[src/rtl/cs_sub_pipe_pkg.sv]
// Shared constants and the per-stage pipeline record for the carry-select
// subtractor. Stage records shift operand and result bytes right by one slice
// per stage, so the slice being resolved always sits in the low byte.
package cs_sub_pipe_pkg;

  localparam int WIDTH  = 32;
  localparam int SLICE  = 8;
  localparam int NSTAGE = 4;

  typedef struct packed {
    logic             valid;
    logic [WIDTH-1:0] res;     // resolved bytes collect at the top, shifting down
    logic [WIDTH-1:0] a_hi;    // unresolved minuend bytes, next slice in [SLICE-1:0]
    logic [WIDTH-1:0] b_hi;    // unresolved subtrahend bytes
    logic             borrow;  // borrow out of the previous slice (bin for stage 0)
    logic             sa;      // minuend sign, carried for overflow
    logic             sb;      // subtrahend sign, carried for overflow
  } stage_t;

endpackage

[src/rtl/cs_sub_pipe_if.sv]
// Operand/result handshake bundle for cs_sub_pipe.
// slave is the subtractor's view, master is the producer/consumer view.
interface cs_sub_pipe_if;
  import cs_sub_pipe_pkg::*;

  logic             in_valid;
  logic             in_ready;
  logic [WIDTH-1:0] a;
  logic [WIDTH-1:0] b;
  logic             bin;
  logic             out_valid;
  logic             out_ready;
  logic [WIDTH-1:0] d;
  logic             bout;
  logic             ov;
  logic             zf;
  logic             nf;

  modport slave (
    input  in_valid, a, b, bin, out_ready,
    output in_ready, out_valid, d, bout, ov, zf, nf
  );

  modport master (
    output in_valid, a, b, bin, out_ready,
    input  in_ready, out_valid, d, bout, ov, zf, nf
  );

endinterface

[src/rtl/cs_sub_pipe_sub8_slice.sv]
// One slice of the subtractor: a - b - bin over SLICE bits, with borrow out.
// The extra top bit of the widened difference is set exactly when a < b + bin.
module sub8_slice
  import cs_sub_pipe_pkg::*;
(
  input  logic [SLICE-1:0] a,
  input  logic [SLICE-1:0] b,
  input  logic             bin,
  output logic [SLICE-1:0] diff,
  output logic             bout
);

  logic [SLICE:0] full;

  assign full = {1'b0, a} - {1'b0, b} - {{SLICE{1'b0}}, bin};
  assign diff = full[SLICE-1:0];
  assign bout = full[SLICE];

endmodule

[src/rtl/cs_sub_pipe.sv]
// Pipelined carry-select subtractor: d = a - b - bin, one slice per stage.
// Stage k holds operands with slices 0..k-1 resolved; both borrow-in
// candidates for slice k are formed and the held borrow picks one. A final
// output register holds the finished result, so latency is NSTAGE cycles.
// Optional build macro CS_SUB_FLAGS_EN adds registered zero/negative flags;
// without it zf and nf are tied low.
module cs_sub_pipe
  import cs_sub_pipe_pkg::*;
(
  input  logic           clk,
  input  logic           rst,
  cs_sub_pipe_if.slave   bus
);

  stage_t           st [NSTAGE];
  stage_t           nx [NSTAGE];
  logic [SLICE-1:0] dif0 [NSTAGE];
  logic [SLICE-1:0] dif1 [NSTAGE];
  logic             bo0 [NSTAGE];
  logic             bo1 [NSTAGE];
  logic [NSTAGE:0]  rdy;

  logic             out_valid_q;
  logic [WIDTH-1:0] d_q;
  logic             bout_q;
  logic             ov_q;

  for (genvar k = 0; k < NSTAGE; k++) begin : g_slice
    sub8_slice u_b0 (
      .a    (st[k].a_hi[SLICE-1:0]),
      .b    (st[k].b_hi[SLICE-1:0]),
      .bin  (1'b0),
      .diff (dif0[k]),
      .bout (bo0[k])
    );
    sub8_slice u_b1 (
      .a    (st[k].a_hi[SLICE-1:0]),
      .b    (st[k].b_hi[SLICE-1:0]),
      .bin  (1'b1),
      .diff (dif1[k]),
      .bout (bo1[k])
    );
  end

  // Resolve each stage's slice by selecting the candidate matching its borrow.
  always_comb begin
    for (int k = 0; k < NSTAGE; k++) begin
      nx[k]        = st[k];
      nx[k].res    = {(st[k].borrow ? dif1[k] : dif0[k]), st[k].res[WIDTH-1:SLICE]};
      nx[k].a_hi   = st[k].a_hi >> SLICE;
      nx[k].b_hi   = st[k].b_hi >> SLICE;
      nx[k].borrow = st[k].borrow ? bo1[k] : bo0[k];
    end
  end

  // Ready chain: a stage may load when it is empty or everything below it moves.
  always_comb begin : ready_chain
    logic acc;
    rdy         = '0;
    acc         = !out_valid_q || bus.out_ready;
    rdy[NSTAGE] = acc;
    for (int k = NSTAGE - 1; k >= 0; k--) begin
      acc    = !st[k].valid || acc;
      rdy[k] = acc;
    end
  end

  assign bus.in_ready = rdy[0];

  // Stage registers: capture operands at stage 0, pass resolved records downstream.
  always_ff @(posedge clk) begin
    if (rst) begin
      for (int k = 0; k < NSTAGE; k++) st[k] <= '0;
    end else begin
      if (rdy[0]) begin
        if (bus.in_valid)
          st[0] <= '{valid: 1'b1, res: '0, a_hi: bus.a, b_hi: bus.b,
                     borrow: bus.bin, sa: bus.a[WIDTH-1], sb: bus.b[WIDTH-1]};
        else
          st[0].valid <= 1'b0;
      end
      for (int k = 1; k < NSTAGE; k++) begin
        if (rdy[k]) begin
          if (st[k-1].valid) st[k] <= nx[k-1];
          else               st[k].valid <= 1'b0;
        end
      end
    end
  end

  // Output register: finished difference, borrow and overflow, held while stalled.
  always_ff @(posedge clk) begin
    if (rst) begin
      out_valid_q <= 1'b0;
      d_q         <= '0;
      bout_q      <= 1'b0;
      ov_q        <= 1'b0;
    end else if (rdy[NSTAGE]) begin
      out_valid_q <= st[NSTAGE-1].valid;
      if (st[NSTAGE-1].valid) begin
        d_q    <= nx[NSTAGE-1].res;
        bout_q <= nx[NSTAGE-1].borrow;
        ov_q   <= (st[NSTAGE-1].sa ^ st[NSTAGE-1].sb) &
                  (st[NSTAGE-1].sa ^ nx[NSTAGE-1].res[WIDTH-1]);
      end
    end
  end

`ifdef CS_SUB_FLAGS_EN
  logic zf_q;
  logic nf_q;

  // Flags are registered alongside the result they describe.
  always_ff @(posedge clk) begin
    if (rst) begin
      zf_q <= 1'b0;
      nf_q <= 1'b0;
    end else if (rdy[NSTAGE] && st[NSTAGE-1].valid) begin
      zf_q <= (nx[NSTAGE-1].res == '0);
      nf_q <= nx[NSTAGE-1].res[WIDTH-1];
    end
  end

  assign bus.zf = zf_q;
  assign bus.nf = nf_q;
`else
  assign bus.zf = 1'b0;
  assign bus.nf = 1'b0;
`endif

  assign bus.out_valid = out_valid_q;
  assign bus.d         = d_q;
  assign bus.bout      = bout_q;
  assign bus.ov        = ov_q;

  // Operand bytes of the last stage and the zero fill of stage 0 are never consumed.
  logic unused_bits;
  assign unused_bits = ^{nx[NSTAGE-1].valid, nx[NSTAGE-1].a_hi, nx[NSTAGE-1].b_hi,
                         nx[NSTAGE-1].sa, nx[NSTAGE-1].sb, st[0].res[SLICE-1:0]};

endmodule

[src/flat_wrapper.sv]
// flat-port wrapper written by rule: the top's interface ports become plain ports
module cs_sub_pipe_flat import cs_sub_pipe_pkg::*;
  (clk, rst, bus_in_valid, bus_a, bus_b, bus_bin, bus_out_ready, bus_in_ready, bus_out_valid, bus_d, bus_bout, bus_ov, bus_zf, bus_nf);
  cs_sub_pipe_if bus_i ();
  input  logic clk;
  input  logic rst;
  input wire logic [$bits(bus_i.in_valid)-1:0] bus_in_valid;
  input wire logic [$bits(bus_i.a)-1:0] bus_a;
  input wire logic [$bits(bus_i.b)-1:0] bus_b;
  input wire logic [$bits(bus_i.bin)-1:0] bus_bin;
  input wire logic [$bits(bus_i.out_ready)-1:0] bus_out_ready;
  output wire logic [$bits(bus_i.in_ready)-1:0] bus_in_ready;
  output wire logic [$bits(bus_i.out_valid)-1:0] bus_out_valid;
  output wire logic [$bits(bus_i.d)-1:0] bus_d;
  output wire logic [$bits(bus_i.bout)-1:0] bus_bout;
  output wire logic [$bits(bus_i.ov)-1:0] bus_ov;
  output wire logic [$bits(bus_i.zf)-1:0] bus_zf;
  output wire logic [$bits(bus_i.nf)-1:0] bus_nf;
  assign bus_i.in_valid = bus_in_valid;
  assign bus_i.a = bus_a;
  assign bus_i.b = bus_b;
  assign bus_i.bin = bus_bin;
  assign bus_i.out_ready = bus_out_ready;
  assign bus_in_ready = bus_i.in_ready;
  assign bus_out_valid = bus_i.out_valid;
  assign bus_d = bus_i.d;
  assign bus_bout = bus_i.bout;
  assign bus_ov = bus_i.ov;
  assign bus_zf = bus_i.zf;
  assign bus_nf = bus_i.nf;
  cs_sub_pipe u_core (.clk(clk), .rst(rst), .bus(bus_i));
endmodule
[config.mk]
export PLATFORM = sky130hd
export DESIGN_NAME = cs_sub_pipe_flat
export DESIGN_NICKNAME = d
export VERILOG_FILES = /design/src/rtl/cs_sub_pipe_pkg.sv /design/src/rtl/cs_sub_pipe_if.sv /design/src/rtl/cs_sub_pipe_sub8_slice.sv /design/src/rtl/cs_sub_pipe.sv /design/src/flat_wrapper.sv
export SDC_FILE = /design/constraint.sdc
export NUM_CORES = 1
export LEC_CHECK = 0
export ABC_AREA = 1
export CELL_PAD_IN_SITES_DETAIL_PLACEMENT = 0
export CELL_PAD_IN_SITES_GLOBAL_PLACEMENT = 1
export CORE_MARGIN = 10
export CORE_UTILIZATION = 48
export CTS_CLUSTER_DIAMETER = 30
export DETAILED_ROUTE_END_ITERATION = 10
export HOLD_SLACK_MARGIN = 0.1
export PLACE_DENSITY = 0.9
export SLEW_MARGIN = 20
export SYNTH_ARGS = -nofsm -noshare
export SYNTH_HDL_FRONTEND = slang
export SYNTH_SLANG_ARGS = --single-unit
[constraint.sdc]
create_clock -name clk -period 10.9 [get_ports clk]
set_clock_uncertainty 0.05 [all_clocks]
set_input_delay 3.27 -clock clk [delete_from_list [all_inputs] [get_ports clk]]
set_output_delay 3.27 -clock clk [all_outputs]
set_load 0.05 [all_outputs]
---- Yosys cells after proc, flatten, opt, wreduce, memory -nomap -nowiden ----
Memories as Yosys holds them, arrays and structs flattened.
Cells that the tools add are included.
storage, ports and cells
  bits of input ports ..................... 69
  output and inout port bits .............. 38
  word-level logic and storage cells ...... 85
  memories ................................ 1
  register bits after elaboration ......... 35
  bits in writable memories ............... 400
cells by class
  bitwise logic cells ..................... 11
  add/sub/neg operators ................... 8
  multiplexer cells ....................... 50
  reductions and logical operators ........ 11
memories
  name       depth  bits a word  rd ports  clocked after memory_dff  write ports  line               source
  u_core.st  4      100          4         0                         4            cs_sub_pipe.sv:15  stage_t st [NSTAGE];
operator list
  cell                                               count
  2-to-1 mux 100 bit                                 4
  2-to-1 mux 1 bit                                   42
  subtractor 8 x 8 -> 9 bit                          4
  subtractor 9 x 1 -> 9 bit (second input constant)  4
  2-to-1 mux 8 bit                                   4
  OR 1 bit                                           8
  zero test 1 bit                                    5
  logical OR 1 bit                                   5
  AND reduction 2 bit                                1
  bitwise XOR 1 bit                                  2
  bitwise AND 1 bit                                  1

---- Depth between registers and ports, before layout ----
Gate-level depths: netlist of run 1.
  depth after elaboration ................. 11
  depth in mapped cells ................... 17
  mapped depth without buffers ............ 17

---- Hierarchy ----
Synthesis of run 1 repeated with hierarchy kept, for this count alone.
second synthesis, totals
  cells, all modules ...................... 1,700
  area, all modules ....................... 14,465.1 um^2
modules (own cells, without submodules)
  module                                   instances  seq. area each (um^2)  cells each  area an instance (um^2)
  cs_sub_pipe                              1          7,186.9                903         9,877.0
  sub8_slice (u_core.g_slice[0].u_b0 ...)  5          0.0                    100         576.8
  sub8_slice (u_core.g_slice[2].u_b1 ...)  3          0.0                    99          568.0

---- Worst setup path before layout of run 1 ----
OpenSTA, ideal clock, no wires.
  kind .................................... input -> register
  from .................................... input bus_out_ready
  to ...................................... memory u_core.st[0][202] (netlist bit), enable pin
  stages on the path ...................... 6
  slack ................................... 3,299 ps
  setup time .............................. 523 ps
  required time ........................... 10,327 ps
  arrival ................................. 7,028 ps
  buffers on the path ..................... 0
  cell sequence ........................... nor2_2 -> inv_2 -> nor2_1 -> nand2_1 -> inv_1 -> o21ai_0
RTL lines
  element      line                source
  from (decl)  flat_wrapper.sv:11  input wire logic [$bits(bus_i.out_ready)-1:0] bus_out_ready;
  to (decl)    cs_sub_pipe.sv:15

---- Final worst setup path of run 1 ----
  from .................................... input bus_out_ready
  to ...................................... output bus_in_ready
on the way
  longest elaborated chain between the ends .. 5
RTL lines
  element                         line                source
  logical OR 1 bit                cs_sub_pipe.sv:60   acc = !out_valid_q || bus.out_ready;
  logical OR 1 bit (4 in series)  cs_sub_pipe.sv:63   acc = !st[k].valid || acc;
  to (decl)                       flat_wrapper.sv:12  output wire logic [$bits(bus_i.in_ready)-1:0] bus_in_ready;
Every way passes these cells.

==> reports/results.ini, run 1 <==
[finish]
final_cell_area_sq_um = 14400
final_common_cell = inv_1
final_cell_mix = inv_1, nor2_1, edfxtp_1
num_antenna_cells = 0
stdcell_count = 1673
final_core_util_pct = 61.0
num-nets-final = 1428
syn_to_final_growth_pct = 24.0
drive_gt1_share_pct = 7.98

[routing]
wl_um = 19400
wl_per_cell_um = 11.6
num_vias = 7317
drt_iter0_drc = 478
drtPass1Iterations = 5
ant_nets = 0
vias_per_cell = 4.37
drc = 0

[place]
dp_worst_setup_slack_ns = 2.44
dpl-instance-area_sq_um = 12900
place_hpwl_um = 13100
placed_cells = 1593
place_congestion = 0.807
port_buffers = 104

[synth]
synth_top_area_cell = edfxtp_1
synth_warnings = 0
async_flop_share_pct = 0
synth_compound_area_share_pct = 4.96
synth_mux_area_share_pct = 0
synth-seq-area-share_pct = 61.9
synth-simple-area-share_pct = 15.8
synth_top_family_by_area = simple AND/OR/NAND/NOR gates
synth_xor_xnor_area_share_pct = 1.63
yosysTopAreaCellShare_pct = 55.9
ys_types = 40
synth_area_leaders = edfxtp_1, inv_1, nor2_1
syn_inst = 1197
synth_fa_ha_area_share_pct = 4.57
ys.flop_type = edfxtp_1
syn_area_sq_um = 11600
synth_seq_cells = 251
synth-edff-count = 216
syn_avg_cell_area_sq_um = 9.70

[critical_path]
cp-start-kind = input pin
critical_path.cell_chain = clkdlybuf4s50_1 -> nor2_2 -> inv_2 -> nor2_1 -> nand2_1 -> nor2_1 -> nand2_1 -> clkdlybuf4s50_1
cp.arrival_ns = 5.16
cp_top_family = buffers and inverters
cpMaxStageDelayCell = clkdlybuf4s50_1
cp.required_ns = 7.58
crit_path_end_kind = primary output
critical_path.max_fanout = 3
crit_buf_inv = 3
path_class = input pin to primary output
critPathMaxStageDelay_ns = 0.73

[timing]
fmax_ghz = 0.118
slew_headroom_pct = 34.0
setup_tns_ns = 0
worst_pin_slew_ns = 0.983
fin_crit_ns = 8.48
finalWorstSetupSlack_ns = 2.42
finalMaxSlewViolations = 0
hold_viol = 0
setup_violations = 0
grt_setup_unrepaired = no
post-route-period-util_pct = 77.8

[flow_run]
cap_violations = 0

[global_route]
grt_pass1_vias = 7185
grt_pass1_wl_um = 33100
grt_usage_pct = 12.7
antenna_found_initial = 0
grt_max_degree = 66
overflow = 0

[run_status]
outcome = complete, no violations

[power_and_ir_drop]
p_leak_nw = 6.37
vdd_drop_max_mv = 0.178
powerDensity_nw_per_um2 = 185

[cts]
numCtsBuffers = 43
cts-root-buf = clkbuf_16
clk_pin_slew_worst_paths_ns = 0.05
cts_setup_buffers = 0
cts_num_sinks = 251
cts_tree = done
cts_hold_buffers = 0
ctsHtreeMaxLevel = 2
clkLatencyLatePin_ns = 0.53
cts_buffer_depth = 3
post_cts_resized = 0

[floorplan]
die-width_um = 176
design.portCount = 107
core_area_sq_um = 23600
die_area_sq_um = 30800
num_rows = 56
die_y_um = 176
start_util_pct = 49.2

[worst_hold_path]
hp-class = flop to flop

[cell usage after synthesis (all sizes together) (4+ instances only)]
master and instances:
fa 4, ha 36, or2 8, nor3 11, o21a 5, nand2 108, dfxtp 35, edfxtp 216
buf 21, nand3 31, xor2 14, a21oi 42, clkbuf 13, nand4 10, o211ai 6, nor2 276
o21ai 42, xnor2 5, inv 299
[stage by stage]
| step | power, mW | hold slack, ns |
|---|---|---|
| floorplan | 1.31 | 0.397 |
| global placement | 1.37 | 0.403 |
| detailed placement | 1.38 | 0.408 |
| CTS | 2.69 | 0.421 |
| global route | 2.78 | 0.444 |
| finish | 2.66 | 0.417 |
[tightest hold or removal path, cell delays in order (launching register included)]
cell,delay [ns]
edfxtp_1,0.32
nor2_1,0.04
nor2_1,0.08
[layout make-up]
type	instances	area (sq um)
clock buffer	45	1080
fill	1952	9210
inverter	299	1120
sequential	251	7190
tap	319	399
clock inverter	35	374
multi-input combinational	614	3150
timing repair buffer	110	1090
[report_power, final]
group / leakage, nW / internal (mW) / switching, mW
logic: 3.05 / 0.0924 / 0.151
registers: 2.60 / 1.10 / 0.0157
clock network: 0.709 / 0.804 / 0.502
total: 6.37 / 2.00 / 0.669
[flip-flops by register name (all words and copies together) (netlist names)]
| name | flops |
|---|---|
| u_core.st | 216 |
| u_core.bus.d | 32 |
| u_core.bus.bout | 1 |
| u_core.bus.out_valid | 1 |
| u_core.bus.ov | 1 |
[layer usage]
layer	track usage, %	routed length (um)	up-vias
met2	19.5	8310	173
met4	4.77	459	0
met3	3.65	1230	39
li1	-	-	3997
met1	16.7	9440	3108
met5	0	0	-
[kinds of logic after synthesis]
| group | count (synthesis) |
|---|---|
| compound gates | 103 |
| xor+xnor | 19 |
| fa+ha+maj | 40 |
| buf+inv | 333 |
| flops | 251 |
| other cells | 1 |
| simple gates | 450 |
[path summary, 6_finish.rpt]
check        slack [ns]         startpoint  cells after the start                end
max                2.42      bus_out_ready                      8       bus_in_ready
min                0.42  u_core.st[0][383]                      2    u_core.bus.d[8]
max reg2reg        8.31  u_core.st[0][103]                     14  u_core.st[0][202]
min reg2reg        0.42  u_core.st[0][383]                      2    u_core.bus.d[8]
No activity file was read; power rests on OpenSTA's default activity.
==> run 2, diff against run 1 <==
CORE_UTILIZATION = 45   (was 48)
PLACE_DENSITY = 0.85   (was 0.9)
clock period = 8.1 ns   (was 10.9 ns; I/O delays follow)
==> run 2 against run 1 <==
Against the previous run: clock power increased by 40%; core utilization decreased by 3.7 points; critical endpoint unchanged; critical path depth unchanged; first-iteration DRC count decreased by 24%; via count increased by 1.5%; non-clock buffer count decreased by 1; highest routed layer unchanged; largest power group unchanged; sequential share of layout area decreased by 0.27 points; sequential power increased by 35%; routed wire length increased by 3.0%; sequential cell count unchanged; register-to-register slack got worse by 2.9 ns; total power increased by 37%; critical path type unchanged.
==> reports/results.ini, run 2 (synthesis results as in run 1) <==
[run_status]
outcome = complete, no violations  ; unchanged

[cts]
cts_hold_buffers = 0  ; unchanged
clk_pin_slew_worst_paths_ns = 0.05  ; about the same
cts_buffer_depth = 3  ; unchanged
cts_tree = done  ; unchanged
cts_setup_buffers = 0  ; unchanged
cts-root-buf = clkbuf_16  ; unchanged
post_cts_resized = 0  ; unchanged
ctsHtreeMaxLevel = 2  ; unchanged
cts_num_sinks = 251  ; unchanged
clkLatencyLatePin_ns = 0.53  ; about the same
numCtsBuffers = 45  ; was 43

[place]
dp_worst_setup_slack_ns = 1.26  ; was 2.44 ns
port_buffers = 104  ; unchanged
dpl-instance-area_sq_um = 13000  ; was 12900 sq um
place_hpwl_um = 13800  ; was 13100 um
place_congestion = 0.824  ; was 0.807

[power_and_ir_drop]
p_int_mw = 2.78  ; was 2.00 mW
power_frac_comb_pct = 9.0  ; was 9.1%
switching_share_pct = 24.2  ; was 25.1%
seq_power_share_pct = 41.0  ; was 41.8%
switching_power_uw = 885  ; was 669 uW
p_leak_nw = 6.37  ; about the same
p_clk_share_pct = 50.0  ; was 49.0%
vdd_drop_max_mv = 0.182  ; was 0.178 mV
powerDensity_nw_per_um2 = 253  ; was 185 nW/um^2

[routing]
drc = 0  ; unchanged
vias_per_cell = 4.40  ; was 4.37
drt_iter0_drc = 363  ; was 478
ant_nets = 0  ; unchanged
drtPass1Iterations = 5  ; unchanged
num_vias = 7429  ; was 7317
wl_per_cell_um = 11.9  ; was 11.6 um
wl_um = 20000  ; was 19400 um

[timing]
post-route-period-util_pct = 84.6
holdWs_ns = 0.423  ; was 0.417 ns
setup_tns_ns = 0  ; unchanged
finalWorstSetupSlack_ns = 1.25  ; was 2.42 ns
worst_pin_slew_ns = 1.02  ; was 0.983 ns
grt_setup_unrepaired = no  ; unchanged
hold_viol = 0  ; unchanged
fin_crit_ns = 6.85
fmax_ghz = 0.146
setup_violations = 0  ; unchanged
finalMaxSlewViolations = 0  ; unchanged
slew_headroom_pct = 31.5  ; was 34.0%

[floorplan]
num_rows = 58  ; was 56
die-width_um = 181  ; was 176 um
die_y_um = 181  ; was 176 um
design.portCount = 107  ; unchanged
die_area_sq_um = 32600  ; was 30800 sq um
core_area_sq_um = 25300  ; was 23600 sq um
start_util_pct = 46.0  ; was 49.2%

[global_route]
grt_use_met3_pct = 3.61  ; was 3.65%
grt_pass1_wl_um = 34000  ; was 33100 um
grt_usage_pct = 12.2  ; was 12.7%
grt_pass1_vias = 7174  ; was 7185
met2_usage_pct = 17.9  ; was 19.5%
use_met1_pct = 16.5  ; was 16.7%
antenna_found_initial = 1  ; was 0
grt_max_degree = 66  ; unchanged
overflow = 0  ; unchanged
top_usage_layer = met2  ; unchanged

[critical_path]
cp-start-kind = input pin  ; unchanged
cp.required_ns = 5.62  ; was 7.58 ns
cp.arrival_ns = 4.37  ; was 5.16 ns
path_class = input pin to primary output  ; unchanged
critical_path.max_fanout = 3  ; unchanged
crit_path_end_kind = primary output  ; unchanged

[finish]
largest-register = u_core.st  ; unchanged
drive_gt1_share_pct = 8.26  ; was 7.98%
final_common_cell = inv_1  ; unchanged
num-nets-final = 1429  ; was 1428
fillers = 2193  ; was 1952
largest_register_ff_count = 216  ; unchanged
final_cell_mix = inv_1, nor2_1, edfxtp_1  ; unchanged
syn_to_final_growth_pct = 24.7  ; was 24.0%
final_cell_area_sq_um = 14500  ; was 14400 sq um

[worst_hold_path]
hp-class = flop to flop  ; unchanged

[flow_run]
cap_violations = 0  ; unchanged

## run 2: path summary, 6_finish.rpt
check / from / slack, ns / cells after the start / end
worst max register to register: u_core.st[0][103] / 5.46 / 14 / u_core.st[0][202]
worst min register to register: u_core.st[0][382] / 0.42 / 2 / u_core.bus.d[7]
worst min-delay path: u_core.st[0][382] / 0.42 / 2 / u_core.bus.d[7]
worst max-delay path: bus_out_ready / 1.25 / 8 / bus_in_ready
## run 2: metal layers
metal  vias up  wire, um
li1       4002         -
met1      3220      9690
met2       164      8610
met3        43      1250
met4         0       478
met5         -         0
## run 2: layout make-up
class	instances	area, sq um	share of cell area, %
flip-flops and latches	251	7190	49.6
multi-input cells	614	3150	21.8
clock inverters	32	305	2.11
inverters	299	1120	7.76
clock buffers	51	1220	8.44
repair buffers	109	1080	7.45
well taps	330	413	2.85
diodes	1	2.50	0.0173
## run 2: worst max-delay path, cell delays in order
cell,delay (ns)
clkdlybuf4s50_1,0.41
nor2_2,0.20
inv_2,0.07
nor2_1,0.14
nand2_1,0.14
nor2_1,0.15
nand2_1,0.08
clkdlybuf4s50_1,0.74
## run 2: power groups by stage
stage / Clock, mW / Combinational (mW) / Sequential, mW
after floorplan: 0 / 0.224 / 1.54
after global placement: 0 / 0.322 / 1.52
after detailed placement: 0 / 0.329 / 1.53
after CTS: 1.87 / 0.331 / 1.50
after global routing: 1.93 / 0.377 / 1.51
final: 1.83 / 0.329 / 1.50
## run 2: stage by stage
step / power (mW) / std cells / util, %
after detailed placement: 1.85 / 1603 / 51.3
after CTS: 3.70 / 1686 / 57.3
final: 3.66 / 1687 / 57.4
after floorplan: 1.76 / 1198 / -
after global placement: 1.84 / 1603 / 51.3
after global routing: 3.82 / 1686 / 57.3
==> run 3, diff against run 2 <==
CORE_UTILIZATION = 41   (was 45)
PLACE_DENSITY = 0.82   (was 0.85)
clock period = 5.76 ns   (was 8.1 ns; I/O delays follow)
==> run 3 against run 2 <==
Against the previous run: cell area is 0.28% higher; total power is 39% higher; setup slack worse by 0.97 ns; register-to-register slack worse by 2.4 ns; critical endpoint unchanged; critical path depth stayed put; routed wire length hardly changed; largest power group unchanged; clock power is 38% higher.
==> reports/results.ini, run 3 (synthesis results as in run 1) <==
[run_status]
outcome = complete, no violations  ; unchanged

[power_and_ir_drop]
p_clk_share_pct = 49.6  ; was 50.0%
switching_share_pct = 23.6  ; was 24.2%
vdd_drop_max_mv = 0.190  ; was 0.182 mV
powerDensity_nw_per_um2 = 351  ; was 253 nW/um^2
p_leak_nw = 6.38  ; was 6.37 nW
switching_power_mw = 1.20  ; was 885 uW
power_frac_comb_pct = 9.0  ; about the same
seq_power_share_pct = 41.4  ; was 41.0%
finalPower_mw = 5.10  ; was 3.66 mW
p_int_mw = 3.90  ; was 2.78 mW

[critical_path]
worstRegToRegCells = 14  ; unchanged
rr_endpoint = u_core.st[0][202]  ; unchanged
critical_path.max_fanout = 3  ; unchanged
crit_path_end_kind = primary output  ; unchanged
timing.rr.start = u_core.st[0][103]  ; unchanged
path_class = input pin to primary output  ; unchanged
cp.required_ns = 3.98  ; was 5.62 ns
cp-start-kind = input pin  ; unchanged
cp.arrival_ns = 3.70  ; was 4.37 ns
reg2reg_slack_ns = 3.11  ; was 5.46 ns

[routing]
ant_nets = 0  ; unchanged
drt_iter0_drc = 373  ; was 363
drc = 0  ; unchanged
vias_per_cell = 4.23  ; was 4.40
wl_per_cell_um = 11.5  ; was 11.9 um
drtPass1Iterations = 4  ; was 5
num_vias = 7354  ; was 7429
wl_um = 20000  ; about the same

[place]
place_congestion = 0.760  ; was 0.824
port_buffers = 104  ; unchanged
placed_cells = 1653  ; was 1603
place_hpwl_um = 14000  ; was 13800 um
dpl-instance-area_sq_um = 13000  ; about the same
dp_worst_setup_slack_ns = 0.299  ; was 1.26 ns

[timing]
slew_headroom_pct = 38.4  ; was 31.5%
setup_violations = 0  ; unchanged
finalMaxSlewViolations = 0  ; unchanged
hold_viol = 0  ; unchanged
grt_setup_unrepaired = no  ; unchanged
setup_tns_ns = 0  ; unchanged
worst_pin_slew_ns = 0.919  ; was 1.02 ns
holdWs_ns = 0.418  ; was 0.423 ns
fin_crit_ns = 5.48
post-route-period-util_pct = 95.1
finalWorstSetupSlack_ns = 0.282  ; was 1.25 ns
fmax_ghz = 0.183

[floorplan]
die-width_um = 188  ; was 181 um
core_area_sq_um = 27900  ; was 25300 sq um
start_util_pct = 41.7  ; was 46.0%
die_y_um = 188  ; was 181 um
num_rows = 61  ; was 58
die_area_sq_um = 35500  ; was 32600 sq um
design.portCount = 107  ; unchanged

[finish]
num-nets-final = 1432  ; was 1429
final_common_cell = inv_1  ; unchanged
num_antenna_cells = 0  ; was 1
stdcell_count = 1738  ; was 1687
drive_gt1_share_pct = 7.79  ; was 8.26%
syn_to_final_growth_pct = 25.1  ; was 24.7%
final_core_util_pct = 52.1  ; was 57.4%
largest-register = u_core.st  ; unchanged
final_cell_area_sq_um = 14500  ; about the same
final_cell_mix = inv_1, nor2_1, edfxtp_1  ; unchanged
largest_register_ff_count = 216  ; unchanged

[global_route]
grt_max_degree = 66  ; unchanged
grt_usage_pct = 11.4  ; was 12.2%
overflow = 0  ; unchanged
grt_pass1_vias = 7244  ; was 7174
grt_pass1_wl_um = 34100  ; was 34000 um
antenna_found_initial = 0  ; was 1

[cts]
post_cts_resized = 0  ; unchanged
cts_hold_buffers = 0  ; unchanged
cts_setup_buffers = 0  ; unchanged
cts_tree = done  ; unchanged
cts_num_sinks = 251  ; unchanged
numCtsBuffers = 46  ; was 45
clkLatencyLatePin_ns = 0.53  ; about the same
ctsHtreeMaxLevel = 2  ; unchanged
clk_pin_slew_worst_paths_ns = 0.04  ; was 0.05 ns
cts_buffer_depth = 3  ; unchanged
cts-root-buf = clkbuf_16  ; unchanged

[worst_hold_path]
hp-class = flop to flop  ; unchanged
min_from = u_core.st[0][382]  ; unchanged
hold_path_end = u_core.bus.d[7]  ; unchanged
hold_depth = 2  ; unchanged

[flow_run]
cap_violations = 0  ; unchanged

## run 3: cell types whose count changed in the layout (fill, tap and decap cells not counted), moves of 2 or more
| cell | change |
|---|---|
| buf_4 | +2 |
| clkbuf_1 | +4 |
| clkinv_1 | +5 |
| clkinv_2 | +3 |
| clkinvlp_4 | -4 |
| inv_6 | -2 |
| inv_8 | -2 |
## run 3: layer usage
layer	global-route usage, %	vias up	share of wire, %
li1	-	3995	-
met4	4.15	0	1.8
met5	0	-	0
met2	16.7	150	41
met1	15.4	3180	50
met3	3.67	29	6.6
## run 3: worst max-delay path by stage
stage	cells after the start	startpoint	to
global route	8	bus_out_ready	bus_in_ready
CTS	8	bus_out_ready	bus_in_ready
floorplan	6	bus_out_ready	u_core.st[0][202]
global placement	8	bus_out_ready	bus_in_ready
detailed placement	8	bus_out_ready	bus_in_ready
finish	8	bus_out_ready	bus_in_ready
## run 3: critical path, cell delays in order
cell	delay (ns)
clkdlybuf4s50_1	0.42
nor2_2	0.21
inv_2	0.06
nor2_1	0.13
nand2_1	0.13
nor2_1	0.15
nand2_1	0.14
clkdlybuf4s50_1	0.73
## run 3: cell type report
| class | count | area [sq um] |
|---|---|---|
| well taps | 378 | 473 |
| repair buffers | 111 | 1090 |
| clock buffers | 53 | 1200 |
| fillers | 2469 | 13300 |
| flip-flops and latches | 251 | 7190 |
| clock inverters | 32 | 297 |
| multi-input cells | 614 | 3150 |
| inverters | 299 | 1120 |
## run 3: power by group through the flow
| stage | Clock, mW | Sequential, mW | Combinational (mW) |
|---|---|---|---|
| floorplan | 0 | 2.16 | 0.315 |
| global placement | 0 | 2.14 | 0.454 |
| detailed placement | 0 | 2.14 | 0.462 |
| CTS | 2.58 | 2.11 | 0.465 |
| global route | 2.68 | 2.12 | 0.529 |
| finish | 2.53 | 2.11 | 0.460 |
